<file path="src/rtl/div_sched_if.sv">
// div_sched_if: requester/response bus of the shared-divider scheduler.
//   master : requester side (drives jobs, accepts results)
//   slave  : scheduler side (grants jobs, presents tagged results)
// Signals:
//   req_valid    [NREQ]     per-requester job valid
//   req_ready    [NREQ]     one-hot grant/accept
//   req_dividend [NREQ*DW]  packed operands, lane i = [i*DW +: DW]
//   req_divisor  [NREQ*DW]  packed operands, lane i = [i*DW +: DW]
//   rsp_valid/rsp_ready     result handshake
//   rsp_id, rsp_quotient, rsp_remainder, rsp_dbz  result payload
interface div_sched_if #(
  parameter int unsigned DW   = 32,
  parameter int unsigned NREQ = 4
);
  localparam int unsigned IW = $clog2(NREQ);

  logic [NREQ-1:0]    req_valid;
  logic [NREQ-1:0]    req_ready;
  logic [NREQ*DW-1:0] req_dividend;
  logic [NREQ*DW-1:0] req_divisor;
  logic               rsp_valid;
  logic               rsp_ready;
  logic [IW-1:0]      rsp_id;
  logic [DW-1:0]      rsp_quotient;
  logic [DW-1:0]      rsp_remainder;
  logic               rsp_dbz;

  modport master (
    output req_valid, req_dividend, req_divisor, rsp_ready,
    input  req_ready, rsp_valid, rsp_id, rsp_quotient, rsp_remainder, rsp_dbz
  );

  modport slave (
    input  req_valid, req_dividend, req_divisor, rsp_ready,
    output req_ready, rsp_valid, rsp_id, rsp_quotient, rsp_remainder, rsp_dbz
  );
endinterface

</file>
<file path="src/rtl/div_sched.sv">
// div_sched: shares one sequential restoring divider among NREQ requesters.
// Round-robin grant, registered job operands, tagged valid/ready responses.
// The divider is pulsed through reset (div_rst_n) after every job.
//
// Ports:
//   clk, rst        clock, synchronous active-high reset
//   bus (slave)     requester/response bus, see div_sched_if
//   div_start       one-cycle start pulse to the divider
//   div_dividend    job dividend, held from accept until the next accept
//   div_divisor     job divisor, held from accept until the next accept
//   div_quotient    divider quotient
//   div_remainder   divider remainder
//   div_done        divider done level
//   div_rst_n       registered active-low divider reset
//
// Optional feature: define DIV_ZERO_BYPASS_EN to answer zero-divisor jobs
// directly (quotient all ones, remainder = dividend, rsp_dbz = 1).
module div_sched #(
  parameter int unsigned DW   = 32,
  parameter int unsigned NREQ = 4
) (
  input  logic          clk,
  input  logic          rst,
  div_sched_if.slave    bus,
  output logic          div_start,
  output logic [DW-1:0] div_dividend,
  output logic [DW-1:0] div_divisor,
  input  logic [DW-1:0] div_quotient,
  input  logic [DW-1:0] div_remainder,
  input  logic          div_done,
  output logic          div_rst_n
);
  localparam int unsigned IW = $clog2(NREQ);

  typedef enum logic [2:0] {StIdle, StStart, StWait, StResp, StClear} state_e;

  state_e          state_q, state_d;
  logic [IW-1:0]   ptr_q, ptr_d, id_q;
  logic [DW-1:0]   dvd_q, dvs_q, quo_q, rem_q;
  logic            div_rst_n_q;
  logic            grant_found;
  logic [IW-1:0]   grant_id;
  logic [IW:0]     scan_sum;
  logic [IW-1:0]   scan_lane;
  logic [DW-1:0]   grant_dvd, grant_dvs;
  logic [NREQ-1:0] req_ready;
  logic            accept, resp_live, rsp_fire;
`ifdef DIV_ZERO_BYPASS_EN
  logic            dbz_q;
  // Set for the cycle after a zero-divisor accept while the response loads.
  logic            zero_pend_q;
`endif

  // Round-robin scan: first valid lane starting at ptr, wrapping mod NREQ.
  always_comb begin
    grant_found = 1'b0;
    grant_id    = ptr_q;
    scan_sum    = '0;
    scan_lane   = '0;
    for (int unsigned k = 0; k < NREQ; k++) begin
      scan_sum  = {1'b0, ptr_q} + (IW+1)'(k);
      scan_lane = (scan_sum >= (IW+1)'(NREQ)) ? IW'(scan_sum - (IW+1)'(NREQ)) : IW'(scan_sum);
      if (!grant_found && bus.req_valid[scan_lane]) begin
        grant_found = 1'b1;
        grant_id    = scan_lane;
      end
    end
  end

  always_comb begin
    grant_dvd = '0;
    grant_dvs = '0;
    for (int unsigned k = 0; k < NREQ; k++) begin
      if (grant_id == IW'(k)) begin
        grant_dvd = bus.req_dividend[k*DW +: DW];
        grant_dvs = bus.req_divisor[k*DW +: DW];
      end
    end
  end

`ifdef DIV_ZERO_BYPASS_EN
  assign resp_live = (state_q == StResp) && !zero_pend_q;
`else
  assign resp_live = (state_q == StResp);
`endif
  assign rsp_fire = resp_live && bus.rsp_ready;

  always_comb begin
    state_d   = state_q;
    ptr_d     = ptr_q;
    accept    = 1'b0;
    req_ready = '0;
    unique case (state_q)
      StIdle: begin
        if (grant_found) begin
          accept              = 1'b1;
          req_ready[grant_id] = 1'b1;
          state_d             = StStart;
`ifdef DIV_ZERO_BYPASS_EN
          if (grant_dvs == '0) state_d = StResp;
`endif
        end
      end
      StStart: state_d = StWait;
      StWait: begin
        if (div_done) state_d = StResp;
      end
      StResp: begin
        if (rsp_fire) begin
          ptr_d   = (id_q == IW'(NREQ-1)) ? '0 : id_q + 1'b1;
          state_d = StClear;
`ifdef DIV_ZERO_BYPASS_EN
          // The divider never ran, so there is nothing to clear.
          if (dbz_q) state_d = StIdle;
`endif
        end
      end
      StClear: state_d = StIdle;
      default: state_d = StIdle;
    endcase
  end

  always_ff @(posedge clk) begin
    if (rst) begin
      state_q     <= StIdle;
      ptr_q       <= '0;
      id_q        <= '0;
      dvd_q       <= '0;
      dvs_q       <= '0;
      quo_q       <= '0;
      rem_q       <= '0;
      div_rst_n_q <= 1'b0;
`ifdef DIV_ZERO_BYPASS_EN
      dbz_q       <= 1'b0;
      zero_pend_q <= 1'b0;
`endif
    end else begin
      state_q     <= state_d;
      ptr_q       <= ptr_d;
      // Low for exactly the CLEAR cycle; also low while rst is held.
      div_rst_n_q <= (state_d != StClear);
      if (accept) begin
        id_q  <= grant_id;
        dvd_q <= grant_dvd;
        dvs_q <= grant_dvs;
      end
      if (state_q == StWait && div_done) begin
        quo_q <= div_quotient;
        rem_q <= div_remainder;
      end
`ifdef DIV_ZERO_BYPASS_EN
      if (accept) dbz_q <= 1'b0;
      zero_pend_q <= accept && (grant_dvs == '0);
      if (zero_pend_q) begin
        quo_q <= '1;
        rem_q <= dvd_q;
        dbz_q <= 1'b1;
      end
`endif
    end
  end

  assign bus.req_ready     = req_ready;
  assign bus.rsp_valid     = resp_live;
  assign bus.rsp_id        = id_q;
  assign bus.rsp_quotient  = quo_q;
  assign bus.rsp_remainder = rem_q;
`ifdef DIV_ZERO_BYPASS_EN
  assign bus.rsp_dbz       = dbz_q;
`else
  assign bus.rsp_dbz       = 1'b0;
`endif
  assign div_start    = (state_q == StStart);
  assign div_dividend = dvd_q;
  assign div_divisor  = dvs_q;
  assign div_rst_n    = div_rst_n_q;
endmodule
</file>
<file path="src/flat_wrapper.sv">
// flat-port wrapper written by rule: the top's interface ports become plain ports
module div_sched_flat 
#(
  parameter int unsigned DW   = 32,
  parameter int unsigned NREQ = 4
)
  (clk, rst, div_start, div_dividend, div_divisor, div_quotient, div_remainder, div_done, div_rst_n, bus_req_valid, bus_req_dividend, bus_req_divisor, bus_rsp_ready, bus_req_ready, bus_rsp_valid, bus_rsp_id, bus_rsp_quotient, bus_rsp_remainder, bus_rsp_dbz);
  div_sched_if #(.DW(DW), .NREQ(NREQ)) bus_i ();
  input  logic clk;
  input  logic rst;
  output logic div_start;
  output logic [DW-1:0] div_dividend;
  output logic [DW-1:0] div_divisor;
  input  logic [DW-1:0] div_quotient;
  input  logic [DW-1:0] div_remainder;
  input  logic div_done;
  output logic div_rst_n;
  input wire logic [$bits(bus_i.req_valid)-1:0] bus_req_valid;
  input wire logic [$bits(bus_i.req_dividend)-1:0] bus_req_dividend;
  input wire logic [$bits(bus_i.req_divisor)-1:0] bus_req_divisor;
  input wire logic [$bits(bus_i.rsp_ready)-1:0] bus_rsp_ready;
  output wire logic [$bits(bus_i.req_ready)-1:0] bus_req_ready;
  output wire logic [$bits(bus_i.rsp_valid)-1:0] bus_rsp_valid;
  output wire logic [$bits(bus_i.rsp_id)-1:0] bus_rsp_id;
  output wire logic [$bits(bus_i.rsp_quotient)-1:0] bus_rsp_quotient;
  output wire logic [$bits(bus_i.rsp_remainder)-1:0] bus_rsp_remainder;
  output wire logic [$bits(bus_i.rsp_dbz)-1:0] bus_rsp_dbz;
  assign bus_i.req_valid = bus_req_valid;
  assign bus_i.req_dividend = bus_req_dividend;
  assign bus_i.req_divisor = bus_req_divisor;
  assign bus_i.rsp_ready = bus_rsp_ready;
  assign bus_req_ready = bus_i.req_ready;
  assign bus_rsp_valid = bus_i.rsp_valid;
  assign bus_rsp_id = bus_i.rsp_id;
  assign bus_rsp_quotient = bus_i.rsp_quotient;
  assign bus_rsp_remainder = bus_i.rsp_remainder;
  assign bus_rsp_dbz = bus_i.rsp_dbz;
  div_sched #(.DW(DW), .NREQ(NREQ)) u_core (.clk(clk), .rst(rst), .bus(bus_i), .div_start(div_start), .div_dividend(div_dividend), .div_divisor(div_divisor), .div_quotient(div_quotient), .div_remainder(div_remainder), .div_done(div_done), .div_rst_n(div_rst_n));
endmodule
</file>
<file path="config.mk">
export PLATFORM = sky130hd
export DESIGN_NAME = div_sched_flat
export DESIGN_NICKNAME = d
export VERILOG_FILES = /design/src/rtl/div_sched_if.sv /design/src/rtl/div_sched.sv /design/src/flat_wrapper.sv
export SDC_FILE = /design/constraint.sdc
export NUM_CORES = 1
export LEC_CHECK = 0
export BUFFER_PORTS_ARGS = -buffer_cell sky130_fd_sc_hd__buf_2
export CORE_AREA = 5 5 179 181
export DETAILED_ROUTE_END_ITERATION = 10
export DIE_AREA = 0 0 184 186
export GPL_ROUTABILITY_DRIVEN = 0
export PLACE_DENSITY = 0.6
export SLEW_MARGIN = 15
export SYNTH_ARGS = -nofsm -noshare
export SYNTH_HDL_FRONTEND = slang
export SYNTH_SLANG_ARGS = --single-unit
</file>
<file path="constraint.sdc">
create_clock -name clk -period 5.9 [get_ports clk]
set_input_delay 0.295 -clock clk [delete_from_list [all_inputs] [get_ports clk]]
set_output_delay 0.295 -clock clk [all_outputs]
set_load 0.03 [all_outputs]
</file>
# --- Word level (Yosys, flattened, before mapping) ---
# Cells that the tools add are included.
totals:
  regBits: 136
  in_bits: 328
  out_inout_bits: 138
  elab_cells: 85
op_classes:
  addsub: 8
  n_lt_le_gt_ge: 10
  n_eq_ne: 8
  mux: 39
  reduce_logical: 12
ops:
  columns: ["operator", "count"]
  rows:
  - ["32-bit 2-to-1 mux", 8]
  - ["2-bit 2-to-1 mux", 9]
  - ["2-bit by 3-bit < comparator with 1-bit output (second input constant)", 5]
  - ["3-bit one-hot mux with 4 select lines", 1]
  - ["1-bit 2-to-1 mux", 11]
  - ["3-bit greater-or-equal comparator (second input constant)", 3]
  - ["3-bit 2-to-1 mux", 3]
  - ["1-bit binary-select mux with 2-bit select", 4]
  - ["4-bit 2-to-1 mux", 2]
  - ["2-bit by 1-bit subtractor with 2-bit output (second input constant)", 4]
  - ["2-bit by 2-bit adder with 3-bit output (second input constant)", 2]
  - ["2-bit == test (second input constant)", 3]
  - ["3-bit by 2-bit == test with 1-bit output (second input constant)", 2]
  - ["1-bit logical AND", 6]
  - ["2-bit by 1-bit adder with 3-bit output (second input constant)", 1]
  - ["3-bit by 1-bit == test with 1-bit output (second input constant)", 1]
  - ["2-bit by 3-bit greater-or-equal comparator with 1-bit output (second input constant)", 1]
  - ["1-bit zero test", 3]
  - ["3-bit zero test", 1]
  - ["3-bit != test (second input constant)", 1]
  - ["2-bit by 1-bit adder with 2-bit output (second input constant)", 1]
  - ["1-bit demux with 2-bit select", 1]
  - ["2-bit by 1-bit == test with 1-bit output (second input constant)", 1]
  - ["2-bit by 1-bit greater-or-equal comparator with 1-bit output (second input constant)", 1]
  - ["other kinds (2)", 2]

# --- Logic depth before layout (Yosys ltp) ---
# Gate-level depths: netlist (run 1).
logic_depth:
  word_depth: 20
  mapped_depth: 9
  depth_no_buf: 6

# --- Least setup slack after synthesis (run 1) ---
# OpenSTA, ideal clock, no wires.
synth_path:
  path_type: "input-to-output"
  start: "input port bus_req_valid[0]"
  end: "output port bus_req_ready[1]"
  arrival_time_ps: 1923
  required_time_ps: 5605
  setup_slack_ps: 3682
  cell_stages: 7
  path_buffers: 3
  path_cell_list: "buf_6 > nor2b_1 > o21ai_0 > o211ai_2 > buf_2 > buf_2 > nor3_1"
synth_between:
  elab_chain_len: 18
  elab_cells_between_ends: 29
  classes_between: "2 x order compare; 20 x mux; 7 x reduce/logical"
synth_rtl:
  columns: ["item", "line", "text"]
  rows:
  - ["start, declared", "flat_wrapper.sv:18", "input wire logic [$bits(bus_i.req_valid)-1:0] bus_req_valid;"]
  - ["1-bit binary-select mux with 2-bit select", "div_sched.sv:63", "if (!grant_found && bus.req_valid[scan_lane]) begin"]
  - ["1-bit 2-to-1 mux (implied by the code)", "div_sched.sv:63", null]
  - ["1-bit 2-to-1 mux", "div_sched.sv:63", null]
  - ["1-bit zero test", "div_sched.sv:63", null]
  - ["1-bit logical AND", "div_sched.sv:63", null]
  - ["1-bit 2-to-1 mux", "div_sched.sv:63", null]
  - ["1-bit zero test", "div_sched.sv:63", null]
  - ["1-bit logical AND", "div_sched.sv:63", null]
  - ["[2 not listed]", null, null]
  - ["1-bit logical AND", "div_sched.sv:63", null]
  - ["2-bit 2-to-1 mux", "div_sched.sv:63", null]
  - ["2-bit by 3-bit < comparator with 1-bit output (implied by the code) / 2-bit by 1-bit greater-or-equal comparator with 1-bit output (equally long branches)", "div_sched.sv:97", "req_ready[grant_id] = 1'b1;"]
  - ["1-bit logical AND (implied by the code)", "div_sched.sv:97", null]
  - ["1-bit 2-to-1 mux (implied by the code)", "div_sched.sv:97", null]
  - ["1-bit demux with 2-bit select", null, null]
  - ["4-bit 2-to-1 mux (*)", "div_sched.sv:95", "if (grant_found) begin"]
  - ["4-bit 2-to-1 mux (*)", "div_sched.sv:93", "unique case (state_q)"]
  - ["end, declared", "flat_wrapper.sv:22", "output wire logic [$bits(bus_i.req_ready)-1:0] bus_req_ready;"]
# Mark *: on every way between the ends. The rest lies on a longest branch, timed or not. The select of a mux whose other input is x is not followed.

# --- Worst setup path in the final report (run 1) ---
layout_path:
  start: "register u_core.ptr_q[1]"
  end: "output port bus_req_ready[2]"
layout_between:
  elab_chain_len: 20
  elab_cells_between_ends: 44
  classes_between: "7 x add/sub; 6 x order compare; 24 x mux; 7 x reduce/logical"
layout_rtl:
  columns: ["item", "line", "text"]
  rows:
  - ["start, declared", "div_sched.sv:38", "logic [IW-1:0] ptr_q, ptr_d, id_q;"]
  - ["start signal, assigned", "div_sched.sv:139", "ptr_q <= ptr_d;"]
  - ["branches (longest 18 deep; another with 2-bit by 1-bit adder with 3-bit output)", null, null]
  - ["4-bit 2-to-1 mux (*)", "div_sched.sv:95", null]
  - ["4-bit 2-to-1 mux (*)", "div_sched.sv:93", null]
# Every way passes the cells marked *. The select of a mux whose other input is x is not followed.

==> impl_metrics.ini, run 1 <==
[logic_synthesis]
synth_edf_count = 0
yosysTopAreaCellShare_pct = 39.0
synth_top_area_cell = dfxtp_1
synth-seq-cells = 136
netlist_area_mm2 = 0.00699
synthMuxAreaShare_pct = 8.85
seq_area_frac_synth_pct = 39.0
syn_inst = 817
synth_area_leaders = dfxtp_1 39%, nand2_1 8.3%, a21oi_1 7.6%
synth_xor_area_share_pct = 0
synth_fp_nets = 1146
syn_avg_cell_area_um2 = 8.55
synthArstFlopShare_pct = 0
synth_top_family_by_area = compound AO/OA/AOI/OAI gates
synth_compound_area_share_pct = 25.1
ys_types = 57
synth_ff_type = dfxtp_1
synth_fa_ha_area_share_pct = 0.179
ys_warn_count = 0
synth-simple-area-share_pct = 20.2

[sta]
fin_crit_sh_pct = 52.6
fin_hold_ws_ns = 0.112
fin_skew_ns = 0.0110
finalHoldViolCount = 0
layout_min_cycle_time_ns = 3.10
grt_setup_unrepaired = no
relSlewSlack_pct = 31.0
maxSlewViolCount = 0
worst_slew_pin_slew_ns = 1.04
clock.fmax_ghz = 0.322
tns_ns = 0
setup-violations-final = 0

[drt]
ant_nets = 0
wl_per_cell_um = 18.1
viasPerCell = 4.66
drtIter0Drc = 486
dr.pass1.iters = 5
wirelength_mm = 29.7
drt_drc_violations_left = 0
vias = 7664

[cts]
cts_htree_levels = 4
clk_pin_slew_ns = 0.07
ctsLongestPathBuffers = 2
postCtsHoldBufs = 0
cts_tree = built
cts-root-buf = clkbuf_16
cts_buffers = 17
cts_resized = 0
cts_sinks = 136
clock_latency_ns = 0.41
post_cts.repair.setup_buffers = 0

[floorplan]
initial_utilization_pct = 23.1
die_width_um = 184
rows = 64
fp.dieArea_mm2 = 0.0342
core_mm2 = 0.0303
pin_count = 466
chipHeight_um = 186

[layout]
fill_cells = 3262
area_growth_pct = 44.5
final_nets = 1563
drive_gt1_share_pct = 49.6
layout_common_cells = 463 x buf_2, 155 x nand2_1, 136 x dfxtp_1
num_antenna_cells = 0
final_common_cell = buf_2

[hold_path]
hold_path_class = input pin to flip-flop
hp-start = div_remainder[16]

[critical_path]
cp_slowest_cell = or2_4
worstPathCellList = nor3_1 -> nor4_2 -> or2_4 -> and3_1 -> buf_2
cp.arrival_ns = 2.81
crit_path_max_incr_delay_ns = 0.85
setup.worst_path.start = u_core.ptr_q[1]
critical_path_class = flip-flop to output port
path_max_fanout = 57
rrSetupSlack_ns = 3.02
crit_family = simple AND/OR/NAND/NOR gates
path_buf_inv = 1
timing.rr.start = u_core.ptr_q[0]
required_ns = 5.61
critPathCaptureType = output port
start_kind = flip-flop

[power_and_ir_drop]
power.net_switching_w = 0.00118
clock_power_share_pct = 34.6
internal-power_w = 0.00205
p_leak_nw = 4.72
power.density_mw_per_mm2 = 319
p_comb_share_pct = 31.8
power.share.switching_pct = 36.5
seq_power_share_pct = 33.6
peakVddDrop_mv = 0.170

[global_routing]
grt_pass1_vias = 7473
grt_overflow = 0
antenna_found_initial = 1
grt_use_total_pct = 15.9
grt_pass1_wl_mm = 42.6
grt_max_degree = 79

[place]
hpwlAfterDp_mm = 22.3
io_buffers = 464

[status]
status = complete, no violations

[flow_run]
drv_cap = 0
[stage by stage]
stage / util (%) / cells / worst slack [ns] / instance area (um^2) / power, W
after global placement: 31.3 / 1610 / 3.09 / 9480 / 0.00213
after floorplan: - / 817 / 3.68 / 6990 / 0.00178
after global routing: 33.4 / 1643 / 2.65 / 10100 / 0.00340
after detailed placement: 31.4 / 1611 / 3.06 / 9490 / 0.00214
after CTS: 33.3 / 1643 / 2.80 / 10100 / 0.00328
final: 33.4 / 1643 / 2.80 / 10100 / 0.00322
[flip-flops by register name, indices dropped and copies added (netlist names)]
name and count:
u_core.div_dividend 32, u_core.div_rst_n 1, u_core.bus.rsp_quotient 32, u_core.bus.rsp_remainder 32, u_core.state_q 3, u_core.ptr_q 2, u_core.bus.rsp_id 2, u_core.div_divisor 32
[routing by layer]
metal	GRT usage [%]	wire length, um	up-vias
met4	5.00	667	2
met3	3.95	2230	44
met2	26.9	14600	311
met1	20.1	12200	3561
li1	-	-	3746
met5	0	13	-
[final timing paths]
check	end	cells after the start
min reg2reg	u_core.bus.rsp_remainder[8]	2
max reg2reg	u_core.div_divisor[14]	7
min	u_core.bus.rsp_remainder[16]	3
max	bus_req_ready[2]	5
[cells in the mapped netlist, drive strengths merged (4+ instances only)]
| library cell | count |
|---|---|
| a2bb2o | 9 |
| a21oi | 130 |
| a221o | 43 |
| nand3 | 6 |
| and3 | 4 |
| nor3 | 50 |
| mux2 | 47 |
| a31oi | 4 |
| nand2 | 156 |
| nor3b | 4 |
| buf | 37 |
| clkbuf | 42 |
| o21ai | 15 |
| nor2b | 4 |
| inv | 5 |
| a211oi | 10 |
| dfxtp | 136 |
| nor2 | 70 |
[tightest hold or removal path: cells and delay by family]
family	cells	cell delay [ns]
simple gates	1	0.04
compound gates	1	0.05
buf+inv	1	0.09
[final cells by class]
class | instances | area (um^2) | area share, %
multi-input cells | 597 | 3840 | 38.0
flip-flops and latches | 136 | 2720 | 27.0
repair buffers | 477 | 2420 | 24.0
well taps | 396 | 495 | 4.91
clock buffers | 18 | 439 | 4.35
clock inverters | 14 | 163 | 1.61
inverters | 5 | 18.8 | 0.186
[power groups by stage]
| stage | registers [W] | clock network, W | logic (W) |
|---|---|---|---|
| 4_1_cts | 0.00108 | 0.00116 | 0.00104 |
| 5_1_grt | 0.00110 | 0.00120 | 0.00111 |
| 2_1_floorplan | 0.00130 | 0 | 0.000482 |
| 6_report | 0.00108 | 0.00112 | 0.00103 |
| 3_3_place_gp | 0.00110 | 0 | 0.00103 |
| 3_5_place_dp | 0.00110 | 0 | 0.00103 |
[cell families (layout without fill, tap and decap cells)]
kind of cell | count (synthesis) | count (layout)
and+or+nand+nor | 304 | 304
AOI/OAI and AO/OA | 243 | 243
DFF | 136 | 136
buffers and inverters | 84 | 514
muxes | 48 | 48
adders and majority gates | 1 | 1
other | 1 | 1
Power figures use the tool's default switching activity.
==> inputs of run 2 (changes only) <==
Settings changed: CORE_AREA 5 5 179 181 to 5 5 178 180, DIE_AREA 0 0 184 186 to 0 0 183 185, PLACE_DENSITY 0.6 to 0.62.
Clock period 5.9 ns to 2.8 ns, I/O delays scaled along.
==> run 2 against run 1 <==
Net effect:
- die area is 1.1% lower
- global-route usage rose by 1.3 points
- sequential cell count unchanged
- worst hold slack lost 0.088 ns
- setup slack worse by 2.6 ns
- clock power is 100% higher
- sequential share of layout area down 2.1 points
- register-to-register slack got worse by 2.6 ns
- non-clock buffer count increased by 77
- highest routed layer is now met4
==> impl_metrics.ini, run 2 (synthesis results as in run 1) <==
[status]
status = complete, no violations

[drt]
drtIter0Drc = 381
ant_nets = 0
viasPerCell = 4.73
drt_drc_violations_left = 0
dr.pass1.iters = 5
wirelength_mm = 31.2
vias = 8150
wl_per_cell_um = 18.1

[power_and_ir_drop]
p_leak_nw = 5.08
peakVddDrop_mv = 0.317
power.density_mw_per_mm2 = 627

[sta]
setup-violations-final = 0
relSlewSlack_pct = 42.8
grt_setup_unrepaired = no
tns_ns = 0
setup_ws_ns = 0.222
maxSlewViolCount = 0
clock.fmax_ghz = 0.388
layout_min_cycle_time_ns = 2.58
fin_skew_ns = 0.00907
fin_hold_ws_ns = 0.0240
finalHoldViolCount = 0
worst_slew_pin_slew_ns = 0.858
fin_crit_sh_pct = 92.1

[cts]
clock_latency_ns = 0.42
cts_htree_levels = 4
cts_sinks = 136
ctsLongestPathBuffers = 2
cts_resized = 0
cts_tree = built
cts-root-buf = clkbuf_16
cts_buffers = 17
clk_pin_slew_ns = 0.07

[floorplan]
rows = 64
initial_utilization_pct = 23.3
core_mm2 = 0.0300
die_width_um = 183
chipHeight_um = 185
pin_count = 466
fp.dieArea_mm2 = 0.0339

[critical_path]
cp.arrival_ns = 2.44
required_ns = 2.66
critical_path_class = flip-flop to output port
path_max_fanout = 29
critPathCaptureType = output port
crit_family = compound AO/OA/AOI/OAI gates
start_kind = flip-flop
worstPathCellList = nor2b_4 -> o21ai_0 -> o211ai_4 -> buf_12 -> nor3_1 -> buf_2
path_buf_inv = 2
cp_slowest_cell = dfxtp_1
crit_path_max_incr_delay_ns = 0.58

[layout]
drive_gt1_share_pct = 47.6
final_nets = 1640
area_growth_pct = 56.4
layout_common_cells = 463 x buf_2, 155 x nand2_1, 136 x dfxtp_1
final_common_cell = buf_2
fill_cells = 3073

[global_routing]
antenna_found_initial = 0
grt_pass1_wl_mm = 45.5
grt_max_degree = 61
grt_use_total_pct = 17.2
grt_pass1_vias = 8099
grt_overflow = 0

[place]
hpwlAfterDp_mm = 23.3
io_buffers = 464
pre_cts_slack_ns = 0.397

[flow_run]
drv_cap = 0

[hold_path]
hold_path_class = input pin to flip-flop
## run 2: cell count changes in the layout (fill, tap and decap cells not counted), sizes merged
cell         change
dlygate4sd3     +65
buf             +12
clkinv           +2
clkinvlp         -2
diode            +2
inv              +2
bufinv           -1
clkbuf           -1
## run 2: repair_timing
action | CTS | global route
endpoints found under the setup margin | 0 | 0
buffers inserted | 0 | 0
hold buffers | 65 | 0
hold endpoints to repair | 67 | 0
## run 2: worst min-delay path, stage by stage
cell and delay, ns:
buf_2 0.10, nand2_1 0.09, a21oi_1 0.07
## run 2: layout make-up
class	count	area (um^2)	share of cell area [%]
Antenna cell	2	5.00	0.0458
Clock buffer	17	425	3.89
Clock inverter	15	155	1.42
Inverter	5	18.8	0.172
Multi-Input combinational cell	597	3830	35.1
Sequential cell	136	2720	24.9
Tap cell	396	495	4.53
Timing Repair Buffer	554	3280	30.0
## run 2: power breakdown
| group | total (W) | internal [W] | switching (W) |
|---|---|---|---|
| Sequential | 0.00229 | 0.00216 | 0.000127 |
| Combinational | 0.00231 | 0.000890 | 0.00142 |
| Clock | 0.00226 | 0.00126 | 0.00100 |
| Total | 0.00686 | 0.00431 | 0.00255 |
## run 2: routing by layer
metal | wire length (um) | vias up | part of all wire (%) | GRT usage [%]
met3 | 1960 | 42 | 6.3 | 3.91
met5 | 0 | - | 0 | 0
met1 | 12600 | 3863 | 40 | 21.3
met4 | 693 | 0 | 2.2 | 5.72
li1 | - | 3911 | - | -
met2 | 15900 | 334 | 51 | 29.8
## run 2: worst paths after layout
| kind | cells after the start | to | slack, ns | start |
|---|---|---|---|---|
| worst min-delay path | 3 | u_core.bus.rsp_quotient[8] | 0.02 | div_quotient[8] |
| worst max register to register | 7 | u_core.div_dividend[6] | 0.43 | u_core.ptr_q[0] |
| worst max-delay path | 6 | bus_req_ready[1] | 0.22 | u_core.ptr_q[0] |
| worst min register to register | 2 | u_core.bus.rsp_quotient[6] | 0.45 | u_core.bus.rsp_quotient[6] |
## run 2: per-stage QoR
stage	total power [W]	area, um^2	utilization (%)	cells
6_report	0.00686	10900	36.4	1722
4_1_cts	0.00694	10900	36.4	1720
3_3_place_gp	0.00454	9690	32.3	1623
2_1_floorplan	0.00376	6990	-	817
5_1_grt	0.00721	10900	36.4	1720
3_5_place_dp	0.00456	9690	32.3	1623
